**src/rtl/matvec_pkg.sv**
```systemverilog
// Shared encodings and sizing for the matrix-vector engine fetch path.
// The fetch FSM encoding is also what the debug view and the bench decode.
package matvec_pkg;

    localparam int unsigned NUM_ROWS   = 8;
    localparam int unsigned DATA_WIDTH = 8;
    localparam int unsigned BUS_WIDTH  = NUM_ROWS * DATA_WIDTH;

    typedef enum logic [2:0] {
        IDLE    = 3'd0,
        FETCH_A = 3'd1,
        WAIT_A  = 3'd2,
        WRITE_A = 3'd3,
        FETCH_B = 3'd4,
        WAIT_B  = 3'd5,
        WRITE_B = 3'd6,
        DONE    = 3'd7
    } fetch_state_t;

endpackage

```
**src/rtl/word_unpacker.sv**
```systemverilog
// Holds one bus word and presents it a byte at a time, most significant byte first.
// The byte index advances only on cycles that are enabled and not stalled.
module word_unpacker #(
    parameter int unsigned DATA_WIDTH = 8,
    parameter int unsigned NUM_BYTES  = 8
) (
    input  logic                            clk,
    input  logic                            rst,
    input  logic                            load,
    input  logic [NUM_BYTES*DATA_WIDTH-1:0] load_data,
    input  logic                            advance,
    input  logic                            stall,
    output logic [DATA_WIDTH-1:0]           byte_out,
    output logic                            last
);

    localparam int unsigned BUS_W = NUM_BYTES * DATA_WIDTH;
    localparam int unsigned IDX_W = $clog2(NUM_BYTES);

    logic [BUS_W-1:0] word_q;
    logic [IDX_W-1:0] idx_q;

    // Shift the consumed byte out so the current byte always sits in the top lane.
    always_ff @(posedge clk or posedge rst) begin
        if (rst) begin
            word_q <= '0;
            idx_q  <= '0;
        end else if (load) begin
            word_q <= load_data;
            idx_q  <= '0;
        end else if (advance && !stall) begin
            word_q <= word_q << DATA_WIDTH;
            idx_q  <= idx_q + IDX_W'(1);
        end
    end

    assign byte_out = word_q[BUS_W-1 -: DATA_WIDTH];
    assign last     = (idx_q == IDX_W'(NUM_BYTES - 1));

endmodule

```
**src/rtl/matvec_fetch_ctrl.sv**
```systemverilog
// Avalon-MM read master that fetches the A rows and the B vector and
// unpacks each word into the per-row A FIFOs and the shared B FIFO.
module matvec_fetch_ctrl #(
    parameter int unsigned DATA_WIDTH = 8,
    parameter int unsigned NUM_ROWS   = 8,
    parameter int unsigned ADDR_WIDTH = 32,
    parameter int unsigned A_BASE     = 0,
    parameter int unsigned B_ADDR     = 8
) (
    input  logic                           clk,
    input  logic                           rst,
    input  logic                           start,
    output logic                           busy,
    output logic                           done,
    output logic [2:0]                     state_dbg,
    output logic [ADDR_WIDTH-1:0]          avm_address,
    output logic                           avm_read,
    input  logic [NUM_ROWS*DATA_WIDTH-1:0] avm_readdata,
    input  logic                           avm_readdatavalid,
    input  logic                           avm_waitrequest,
    output logic [NUM_ROWS-1:0]            fifo_a_wren,
    output logic [DATA_WIDTH-1:0]          fifo_a_wdata,
    input  logic [NUM_ROWS-1:0]            fifo_a_full,
    output logic                           fifo_b_wren,
    output logic [DATA_WIDTH-1:0]          fifo_b_wdata,
    input  logic                           fifo_b_full
);

    import matvec_pkg::*;

    localparam int unsigned ROW_W = $clog2(NUM_ROWS);

    fetch_state_t           state_q, state_nxt;
    logic [ROW_W-1:0]       row_q, row_nxt;
    logic                   unpack_load;
    logic                   unpack_adv;
    logic                   unpack_stall;
    logic [DATA_WIDTH-1:0]  unpack_byte;
    logic                   unpack_last;

    always_ff @(posedge clk or posedge rst) begin
        if (rst) begin
            state_q <= IDLE;
            row_q   <= '0;
        end else begin
            state_q <= state_nxt;
            row_q   <= row_nxt;
        end
    end

    // Next state and outputs; every output depends only on registered state,
    // the row counter and (for write enables) the FIFO full flags.
    always_comb begin
        state_nxt    = state_q;
        row_nxt      = row_q;
        unpack_load  = 1'b0;
        unpack_adv   = 1'b0;
        unpack_stall = 1'b0;
        busy         = 1'b1;
        done         = 1'b0;
        avm_read     = 1'b0;
        avm_address  = '0;
        fifo_a_wren  = '0;
        fifo_b_wren  = 1'b0;

        case (state_q)
            IDLE, DONE: begin
                busy = 1'b0;
                done = (state_q == DONE);
                if (start) begin
                    state_nxt = FETCH_A;
                    row_nxt   = '0;
                end
            end
            FETCH_A: begin
                avm_read    = 1'b1;
                avm_address = ADDR_WIDTH'(A_BASE) + ADDR_WIDTH'(row_q);
                if (!avm_waitrequest) begin
                    state_nxt = WAIT_A;
                end
            end
            WAIT_A: begin
                if (avm_readdatavalid) begin
                    unpack_load = 1'b1;
                    state_nxt   = WRITE_A;
                end
            end
            WRITE_A: begin
                unpack_adv   = 1'b1;
                unpack_stall = fifo_a_full[row_q];
                if (!fifo_a_full[row_q]) begin
                    fifo_a_wren = NUM_ROWS'(1) << row_q;
                    if (unpack_last) begin
                        if (row_q == ROW_W'(NUM_ROWS - 1)) begin
                            state_nxt = FETCH_B;
                        end else begin
                            row_nxt   = row_q + ROW_W'(1);
                            state_nxt = FETCH_A;
                        end
                    end
                end
            end
            FETCH_B: begin
                avm_read    = 1'b1;
                avm_address = ADDR_WIDTH'(B_ADDR);
                if (!avm_waitrequest) begin
                    state_nxt = WAIT_B;
                end
            end
            WAIT_B: begin
                if (avm_readdatavalid) begin
                    unpack_load = 1'b1;
                    state_nxt   = WRITE_B;
                end
            end
            WRITE_B: begin
                unpack_adv   = 1'b1;
                unpack_stall = fifo_b_full;
                if (!fifo_b_full) begin
                    fifo_b_wren = 1'b1;
                    if (unpack_last) begin
                        state_nxt = DONE;
                    end
                end
            end
            default: begin
                state_nxt = IDLE;
            end
        endcase
    end

    word_unpacker #(
        .DATA_WIDTH (DATA_WIDTH),
        .NUM_BYTES  (NUM_ROWS)
    ) u_unpacker (
        .clk       (clk),
        .rst       (rst),
        .load      (unpack_load),
        .load_data (avm_readdata),
        .advance   (unpack_adv),
        .stall     (unpack_stall),
        .byte_out  (unpack_byte),
        .last      (unpack_last)
    );

    assign state_dbg    = state_q;
    assign fifo_a_wdata = unpack_byte;
    assign fifo_b_wdata = unpack_byte;

endmodule

```
**config.mk**
```make
export PLATFORM = sky130hd
export DESIGN_NAME = matvec_fetch_ctrl
export DESIGN_NICKNAME = d
export VERILOG_FILES = /design/src/rtl/matvec_pkg.sv /design/src/rtl/word_unpacker.sv /design/src/rtl/matvec_fetch_ctrl.sv
export SDC_FILE = /design/constraint.sdc
export NUM_CORES = 1
export LEC_CHECK = 0
export BUFFER_PORTS_ARGS = -buffer_cell sky130_fd_sc_hd__buf_2
export CAP_MARGIN = 20
export CORE_AREA = 2 2 75 131
export DETAILED_ROUTE_END_ITERATION = 8
export DIE_AREA = 0 0 77 133
export PLACE_DENSITY = 0.9
export SLEW_MARGIN = 20
export SYNTH_ARGS = -nofsm -noshare
export SYNTH_HDL_FRONTEND = slang
export SYNTH_SLANG_ARGS = --single-unit
```
**constraint.sdc**
```tcl
create_clock -name clk -period 2.6 [get_ports clk]
set_input_delay 0.26 -clock clk [delete_from_list [all_inputs] [get_ports clk]]
set_output_delay 0.26 -clock clk [all_outputs]
set_load 0.02 [all_outputs]
```
==> metrics.md <==
| Metric | Value |
|---|---|
| Status | `completed` |
| Top cells by area, synth | `dfrtp_1 39%, nand2_1 11%, a221oi_1 11%` |
| First-pass GRT wire length | `20280 um` |
| Hold Path Class | `input port to async pin` |
| Critical path arrival | `2150 ps` |
| Setup-failing EPs final | `0` |
| Setup CP Type | `flip-flop to output pin` |
| I/O pins | `141` |
| GR Util All Layers | `24.37%` |
| Via-per-instance ratio | `6.057` |
| Top_reg_cell synth | `dfrtp_1` |
| Register area share after synthesis | `39.29%` |
| Routability cong. | `0.8154` |
| Worst Skew | `3.580 ps` |
| Ys Warns | `0` |
| Root buf cell | `clkbuf_16` |
| WL/cell | `16.50 um` |
| Vias | `4603` |
| Hpwl dp | `8121 um` |
| Overall routed net length | `12540 um` |
| Worst path bufs/invs | `2` |
| H-tree levels | `3` |
| Number of max-cap violations | `0` |
| Number of setup buffers added after CTS | `0` |
| Reg area | `0.001827 mm^2` |
| Post-DRT Antenna Nets | `0` |
| Core footprint | `0.009291 mm^2` |
| Multi-input gate area | `0.002412 mm^2` |
| Area growth, synth to finish | `16.25%` |
| Post-synthesis cell area | `0.004649 mm^2` |
| Die width | `77 um` |
| Minimum clock period | `2413 ps` |
| Mapped Cells | `560` |
| Final #Nets | `716` |
| Tightest Pin Transition | `789.3 ps` |
| Syn_area_per_cell | `8.303 um^2` |
| Vias in the first global route | `4279` |
| # DRC | `0` |
| Unrepaired setup endpoints after global routing | `no` |
| GR Util met1 | `28.97%` |
| Die ar. | `0.01024 mm^2` |
| Peak Freq | `414.5 MHz` |
| Drt first pass iters | `6` |
| Starting Density | `50.04%` |
| Setup crit start kind | `flip-flop` |
| FFs w/ async S/R, synth | `100.0%` |
| Num Clock Sinks | `73` |
| Worst-Skew Late Latency | `340 ps` |
| #FFs+latches synth | `73` |
| Post-route design area | `0.005405 mm^2` |
| Worst path top cell family by delay | `buffers and inverters` |
| EDFF count, synth | `0` |
| CTS Buf Count | `9` |
| Total grt overflow | `0` |
| Pwr/cell area | `1286 mW/mm^2` |
| Critical-path top delay cell | `buf_4` |
| Share of post-route cells with drive strength above 1 | `23.62%` |
| Most frequent cells in the layout | `136 x nand2_1, 112 x buf_2, 73 x dfrtp_1` |
| Normalized max-slew margin | `47.32%` |
| # fillers | `844` |
| Critical path required time | `2340 ps` |
| Number of antenna violations at the first check in global routing | `3` |
| Crit end category | `output pin` |
| Reg clk slew, reported paths | `60 ps` |
| Area leader, netlist | `dfrtp_1` |
| GR Layer Usage met2 | `42.30%` |
| CTS tree | `built` |
| Yosys cell types | `45` |
| FP Rows | `47` |
| Hold buffer count at CTS | `0` |
| I/O Buffers | `112` |
| Placed Area | `0.005096 mm^2` |
| Cts repair resizes | `0` |
| Grt met3 use | `4.229%` |
| CTS Buffer Depth | `2` |
| Max-slew violations | `0` |
| Worst-path cell chain | `nor4bb_4 -> buf_4 -> buf_2` |
| Gr busiest metal | `met2` |
| DRT iter0 DRCs | `568` |
| CP Max Fanout | `59` |
| Final hold violation count | `0` |
| Chip height | `133 um` |
| CP max stage delay | `560 ps` |
| Commonest non-fill, non-tap cell in the layout | `nand2_1` |
| Largest net degree at the start of global routing | `68` |
| Setup TNS Final | `0 ps` |
| Lkg Pwr | `2.386 nW` |
| Top cell type's share of synthesized area | `39.29%` |
| Final period util | `92.80%` |
| Peak VDD IR | `1.253 mV` |
==> metal layers <==
metal	up-vias	wire length, um
li1	2071	-
met1	2248	4574
met2	255	6739
met3	29	875
met4	0	351
met5	-	0
==> sequential cells by signal, indices dropped and copies added, names as in the netlist <==
name,count
u_unpacker.word_q,64
row_q,3
state_dbg,3
u_unpacker.idx_q,3
==> cell usage after synthesis, types with 3 or more instances <==
library cell    n
a221oi_1       56
dfrtp_1        73
nor2_1         63
o211ai_1       57
o21ai_1         9
inv_1           5
clkbuf_1       27
buf_2          16
nor2b_1         4
nand2_1       136
nand2b_1        3
and3_1         10
mux2i_1         4
ha_1            8
buf_4          47
==> power by group <==
| group | internal, mW | switching [mW] | total (mW) | leakage [nW] |
|---|---|---|---|---|
| combinational | 1.36 | 2.02 | 3.38 | 1.36 |
| sequential | 1.73 | 0.643 | 2.38 | 0.886 |
| clock | 0.722 | 0.476 | 1.20 | 0.145 |
==> final timing paths <==
| kind | from | endpoint | slack [ps] | cells after the start |
|---|---|---|---|---|
| worst max register to register | state_dbg[0]$_DFFE_PP0P_ | u_unpacker.word_q[20]$_DFFE_PP0P_ | 380 | 7 |
| min in group clk | avm_readdata[1] | u_unpacker.word_q[1]$_DFFE_PP0P_ | 130 | 3 |
| worst min register to register | u_unpacker.idx_q[0]$_DFFE_PP0P_ | u_unpacker.idx_q[0]$_DFFE_PP0P_ | 510 | 1 |
| worst min-delay path | rst | u_unpacker.word_q[61]$_DFFE_PP0P_ | 30 | 2 |
| max in group asynchronous | rst | u_unpacker.word_q[29]$_DFFE_PP0P_ | 1930 | 3 |
| worst max-delay path | state_dbg[2]$_DFFE_PP0P_ | fifo_b_wren | 190 | 3 |
==> worst register-to-register path, stage by stage, from the launching register on <==
cell	delay [ps]
dfrtp_1	430
buf_4	220
nand2_1	130
nor2_2	320
nor2_4	70
buf_4	320
a221oi_1	430
o211ai_1	160
==> layout make-up <==
cell class                      instances  share of cell area (%)
Clock buffer                           12                   4.931
Tap cell                              122                   2.824
Antenna cell                            3                  0.1389
Timing Repair Buffer                  123                   12.82
Multi-Input combinational cell        418                   44.63
Sequential cell                        73                   33.80
Inverter                                5                  0.3704
Clock inverter                          4                  0.4861
==> through the flow <==
step | hold WS, ps | setup WS, ps | instances | total power, mW | util [%]
after detailed placement | 422.6 | 346.1 | 741 | 5.665 | 54.85
final | 30.89 | 187.2 | 760 | 6.950 | 58.17
after global routing | 94.91 | 85.58 | 760 | 7.430 | 58.17
after CTS | 57.57 | 206.4 | 757 | 6.914 | 58.00
after global placement | 414.5 | 426.5 | 741 | 5.448 | 54.85
after floorplan | 382.5 | 486.7 | 587 | 4.961 | -
==> cell families after synthesis <==
group | synth area share [%]
muxes | 1.346
AOI/OAI and AO/OA | 24.00
and+or+nand+nor | 20.96
DFF | 39.29
buffers and inverters | 11.98
other | 0.08065
xor gates and xnor gates | 0.1884
adders and majority gates | 2.153
(Power assumes the default switching activity.)
